==> config.mk <==
export PLATFORM = sky130hd
export DESIGN_NAME = tag_prefix_decoder
export DESIGN_NICKNAME = d
export VERILOG_FILES = /design/src/rtl/tag_prefix_decoder.sv
export SDC_FILE = /design/constraint.sdc
export NUM_CORES = 1
export LEC_CHECK = 0
export CORE_MARGIN = 2
export CORE_UTILIZATION = 52
export DETAILED_ROUTE_END_ITERATION = 10
export PLACE_DENSITY = 0.85
export SLEW_MARGIN = 25
export SYNTH_ARGS = -nofsm -noshare
export SYNTH_HDL_FRONTEND = slang
export SYNTH_SLANG_ARGS = --single-unit
==> constraint.sdc <==
create_clock -name clk -period 4.9 [get_ports clk]
set_input_delay 0.98 -clock clk [delete_from_list [all_inputs] [get_ports clk]]
set_output_delay 0.98 -clock clk [all_outputs]
set_load 0.02 [all_outputs]
==> src/rtl/tag_prefix_decoder.sv <==
// Serial receiver for 2-bit tag-prefix frames ({1, tag, payload}, MSB first).
// Strips the header and hands payload/tag out through a one-entry valid/ready register.
module tag_prefix_decoder #(
  parameter int PAYLOAD_W  = 2,
  parameter int DROP_CNT_W = 8
) (
  input  logic                  clk,
  input  logic                  reset,
  input  logic                  bit_in,
  input  logic                  bit_valid,
  output logic [PAYLOAD_W-1:0]  payload_out,
  output logic                  tag_out,
  output logic                  out_valid,
  input  logic                  out_ready,
  output logic                  busy,
  output logic [DROP_CNT_W-1:0] drop_count
);

  localparam int CNT_W = (PAYLOAD_W > 1) ? $clog2(PAYLOAD_W) : 1;
  localparam logic [CNT_W-1:0] CNT_LAST = CNT_W'(PAYLOAD_W - 1);

  typedef enum logic [1:0] {
    HUNT = 2'd0,
    TAG  = 2'd1,
    DATA = 2'd2
  } state_t;

  state_t               state;
  logic                 tag_reg;
  logic [CNT_W-1:0]     cnt;
  logic [PAYLOAD_W-1:0] shift;
  logic [PAYLOAD_W-1:0] shift_nxt;
  logic                 done;
  logic                 can_load;
  logic                 drop_sat;

  generate
    if (PAYLOAD_W == 1) begin : g_one
      assign shift_nxt = bit_in;
    end else begin : g_multi
      assign shift_nxt = {shift[PAYLOAD_W-2:0], bit_in};
    end
  endgenerate

  assign done     = bit_valid && (state == DATA) && (cnt == CNT_LAST);
  assign can_load = !out_valid || out_ready;
  assign drop_sat = &drop_count;

  always_ff @(posedge clk) begin
    if (reset) begin
      state       <= HUNT;
      tag_reg     <= 1'b0;
      cnt         <= '0;
      shift       <= '0;
      payload_out <= '0;
      tag_out     <= 1'b0;
      out_valid   <= 1'b0;
      busy        <= 1'b0;
      drop_count  <= '0;
    end else begin
      // A completing frame below may re-set out_valid in the same cycle.
      if (out_valid && out_ready)
        out_valid <= 1'b0;

      if (bit_valid) begin
        unique case (state)
          HUNT: begin
            if (bit_in) begin
              state <= TAG;
              busy  <= 1'b1;
            end
          end
          TAG: begin
            tag_reg <= bit_in;
            cnt     <= '0;
            state   <= DATA;
          end
          DATA: begin
            shift <= shift_nxt;
            cnt   <= cnt + 1'b1;
            if (done) begin
              state <= HUNT;
              busy  <= 1'b0;
            end
          end
          default: begin
            state <= HUNT;
            busy  <= 1'b0;
          end
        endcase
      end

      if (done) begin
        if (can_load) begin
          payload_out <= shift_nxt;
          tag_out     <= tag_reg;
          out_valid   <= 1'b1;
        end else if (!drop_sat) begin
          drop_count <= drop_count + 1'b1;
        end
      end
    end
  end

endmodule

==> metrics.yaml <==
regMostFlops: "drop_count"
min_period_over_period: 0.499
p_switching_uw: 60.5
finClkSkew_ns: 0.00827
gp_congestion: 0.789
dp.cells: 123
status: "finished, final reports clean"
worstMarginPinSlew_ns: 0.634
async_reset_ff_frac: 0
critical_path_required_ns: 3.92
drive_above_1_share: 0.0631
largest_reg_flops: 8
wire_per_inst_um: 13.0
min_period_ns: 2.44
vias: 734
dp.final_hpwl_mm: 1.28
crit_fanout: 6
cts_resized: 0
core-area_sq_um: 1520
path_clk_slew_ns: 0.10
cp-start-kind: "register"
cts.sink_count: 18
post_cts_buffers: 0
grt_use_total: 0.191
ys_seq_elements: 18
sequentialPowerShare: 0.569
report.final.slew_viol_count: 0
n_fill_cell: 135
cap_viol_max_count: 0
reg.largest.list: "drop_count (8), payload_out (2), state (2)"
rr_worst_depth: 5
area_growth_pct: 25.7
root_buffer: "clkbuf_4"
boundaryPins: 18
crit_type: "reg2out"
grt_pass1_wl_mm: 2.75
path_delay_family: "buffers and inverters"
crit_arrival_ns: 1.46
port_buffers: 17
drt_first_pass_iters: 4
relSlewSlack: 0.576
clock_latency_ns: 0.30
grt_max_degree: 19
fp.dieArea_sq_um: 1980
r2r_start: "drop_count[0]$_SDFFE_PP0P_"
combPwrFrac: 0.087
die_y_um: 44.5
ys.flop_type: "dfxtp_1"
start_util: 0.560
finalSetupViolations: 0
grt.overflow.total: 0
die_w_um: 44.5
synth.distinct_cells: 25
rsz0062_at_grt: "no"
r2r_slack_ns: 3.18
antenna_found_initial: 0
netSwitchingFraction: 0.228
via_per_inst: 5.78
cts.path.max_buffers: 2
yosys_warnings: 0
wl_mm: 1.66
timing.final.ws_setup_ns: 2.46
worst-path-stages: 1
leakage_uw: 0.000395
synth_edf_count: 0
drc: 0
finalSetupTns_ns: 0
row_count: 14
crit_start: "drop_count[2]$_SDFFE_PP0P_"
critPathCapture: "drop_count[2]"
multi_input_area_sq_um: 470
cts-hold-fix-buffers: 0
cts_tree: "done"
slowest_stage: "clkdlybuf4s50_1"
place_worst_setup_slack_ns: 2.28
syn_area_per_cell_sq_um: 9.28
synth_area_sq_um: 853
cts-htree-levels: 1
clock.fmax_ghz: 0.409
grt_pass1_vias: 687
end_kind: "output pin"
ys_seq_area_frac: 0.422
ant_nets: 0
power.density_nw_per_um2: 247
fin_nets: 123
cpPeakStageDelay_ns: 0.67
fin_cells: 127
drtIter0Drc: 6
final_core_util: 0.704
cp_cell_sequence: "clkdlybuf4s50_1"
diodes: 0
synth_nets: 103
vdd_drop_max_uv: 165
hold_viol: 0
power.internal_uw: 205
clkPwrFrac: 0.343
syn_inst: 92
reg2reg_to: "drop_count[5]$_SDFFE_PP0P_"
cts_buffers: 3
holdCritPathClass: "reg2reg"
register_area_sq_um: 360
crit_buf_inv: 1
[power groups by stage]
stage	clock (uW)	combinational [uW]	sequential, uW
after floorplan	0	13.6	155
after CTS	96.2	23.6	151
after global placement	0	22.6	154
after global routing	97.7	26.1	152
after detailed placement	0	23.6	154
final	91.1	23.2	151
[synth_stat cells (2+ instances only)]
cell,count,area [sq um]
nor2_1,11,41.3
o21ai_0,3,15.0
or3_1,3,18.8
inv_1,4,15.0
xor2_1,2,17.5
a21oi_1,9,45.0
o31ai_1,3,22.5
mux2i_1,6,60.1
nand2_1,7,26.3
dfxtp_1,18,360
or4_1,3,22.5
ha_1,6,75.1
nand3_1,5,25.0
[layer usage]
| layer | global-route usage | share of wire | wire length (um) | up-vias |
|---|---|---|---|---|
| met5 | 0 | 0 | 0 | - |
| met4 | 0.0909 | 0.013 | 21 | 0 |
| met3 | 0.0490 | 0.036 | 59 | 4 |
| met2 | 0.365 | 0.54 | 901 | 14 |
| met1 | 0.185 | 0.41 | 673 | 348 |
| li1 | - | - | - | 368 |
[cell type report]
class / count / share of cell area
Multi-Input combinational cell: 68 / 0.439
Tap cell: 16 / 0.0187
Timing Repair Buffer: 17 / 0.159
Inverter: 4 / 0.0140
Sequential cell: 18 / 0.336
Clock buffer: 4 / 0.0338
[layout by cell type (no fill, tap or decap), types with 4 or more instances in the layout]
cell             instances
dfxtp_1                 18
clkdlybuf4s50_1         17
nor2_1                  11
a21oi_1                  9
nand2_1                  7
mux2i_1                  6
ha_1                     6
nand3_1                  5
inv_1                    4
[kinds of logic (layout without fill, tap and decap cells)]
family | after synthesis | count (layout) | share of synthesized area
muxes | 6 | 6 | 0.0704
and+or+nand+nor | 35 | 35 | 0.224
xor gates and xnor gates | 2 | 2 | 0.0205
buffers and inverters | 6 | 25 | 0.0264
AOI/OAI and AO/OA | 19 | 19 | 0.148
DFF | 18 | 18 | 0.422
adders and majority gates | 6 | 6 | 0.0880
[per-stage QoR]
stage	power (uW)	hold WS (ns)	instance area [sq um]
2_1_floorplan	169	0.436	853
3_3_place_gp	177	0.454	1040
3_5_place_dp	178	0.450	1040
4_1_cts	271	0.465	1070
5_1_grt	275	0.504	1070
6_report	265	0.464	1070
[worst min-delay path by stage]
stage                                        to  depth (start not counted)                   from  slack [ns]
after floorplan           shift[0]$_SDFFE_PP0P_                          2  shift[0]$_SDFFE_PP0P_        0.44
final                     shift[0]$_SDFFE_PP0P_                          2  shift[0]$_SDFFE_PP0P_        0.46
after global routing       tag_reg$_SDFFE_PP0P_                          2   tag_reg$_SDFFE_PP0P_        0.50
after detailed placement  shift[0]$_SDFFE_PP0P_                          2  shift[0]$_SDFFE_PP0P_        0.45
after CTS                 shift[0]$_SDFFE_PP0P_                          2  shift[0]$_SDFFE_PP0P_        0.47
after global placement     tag_reg$_SDFFE_PP0P_                          2   tag_reg$_SDFFE_PP0P_        0.45
No activity file was read; power rests on OpenSTA's default activity.
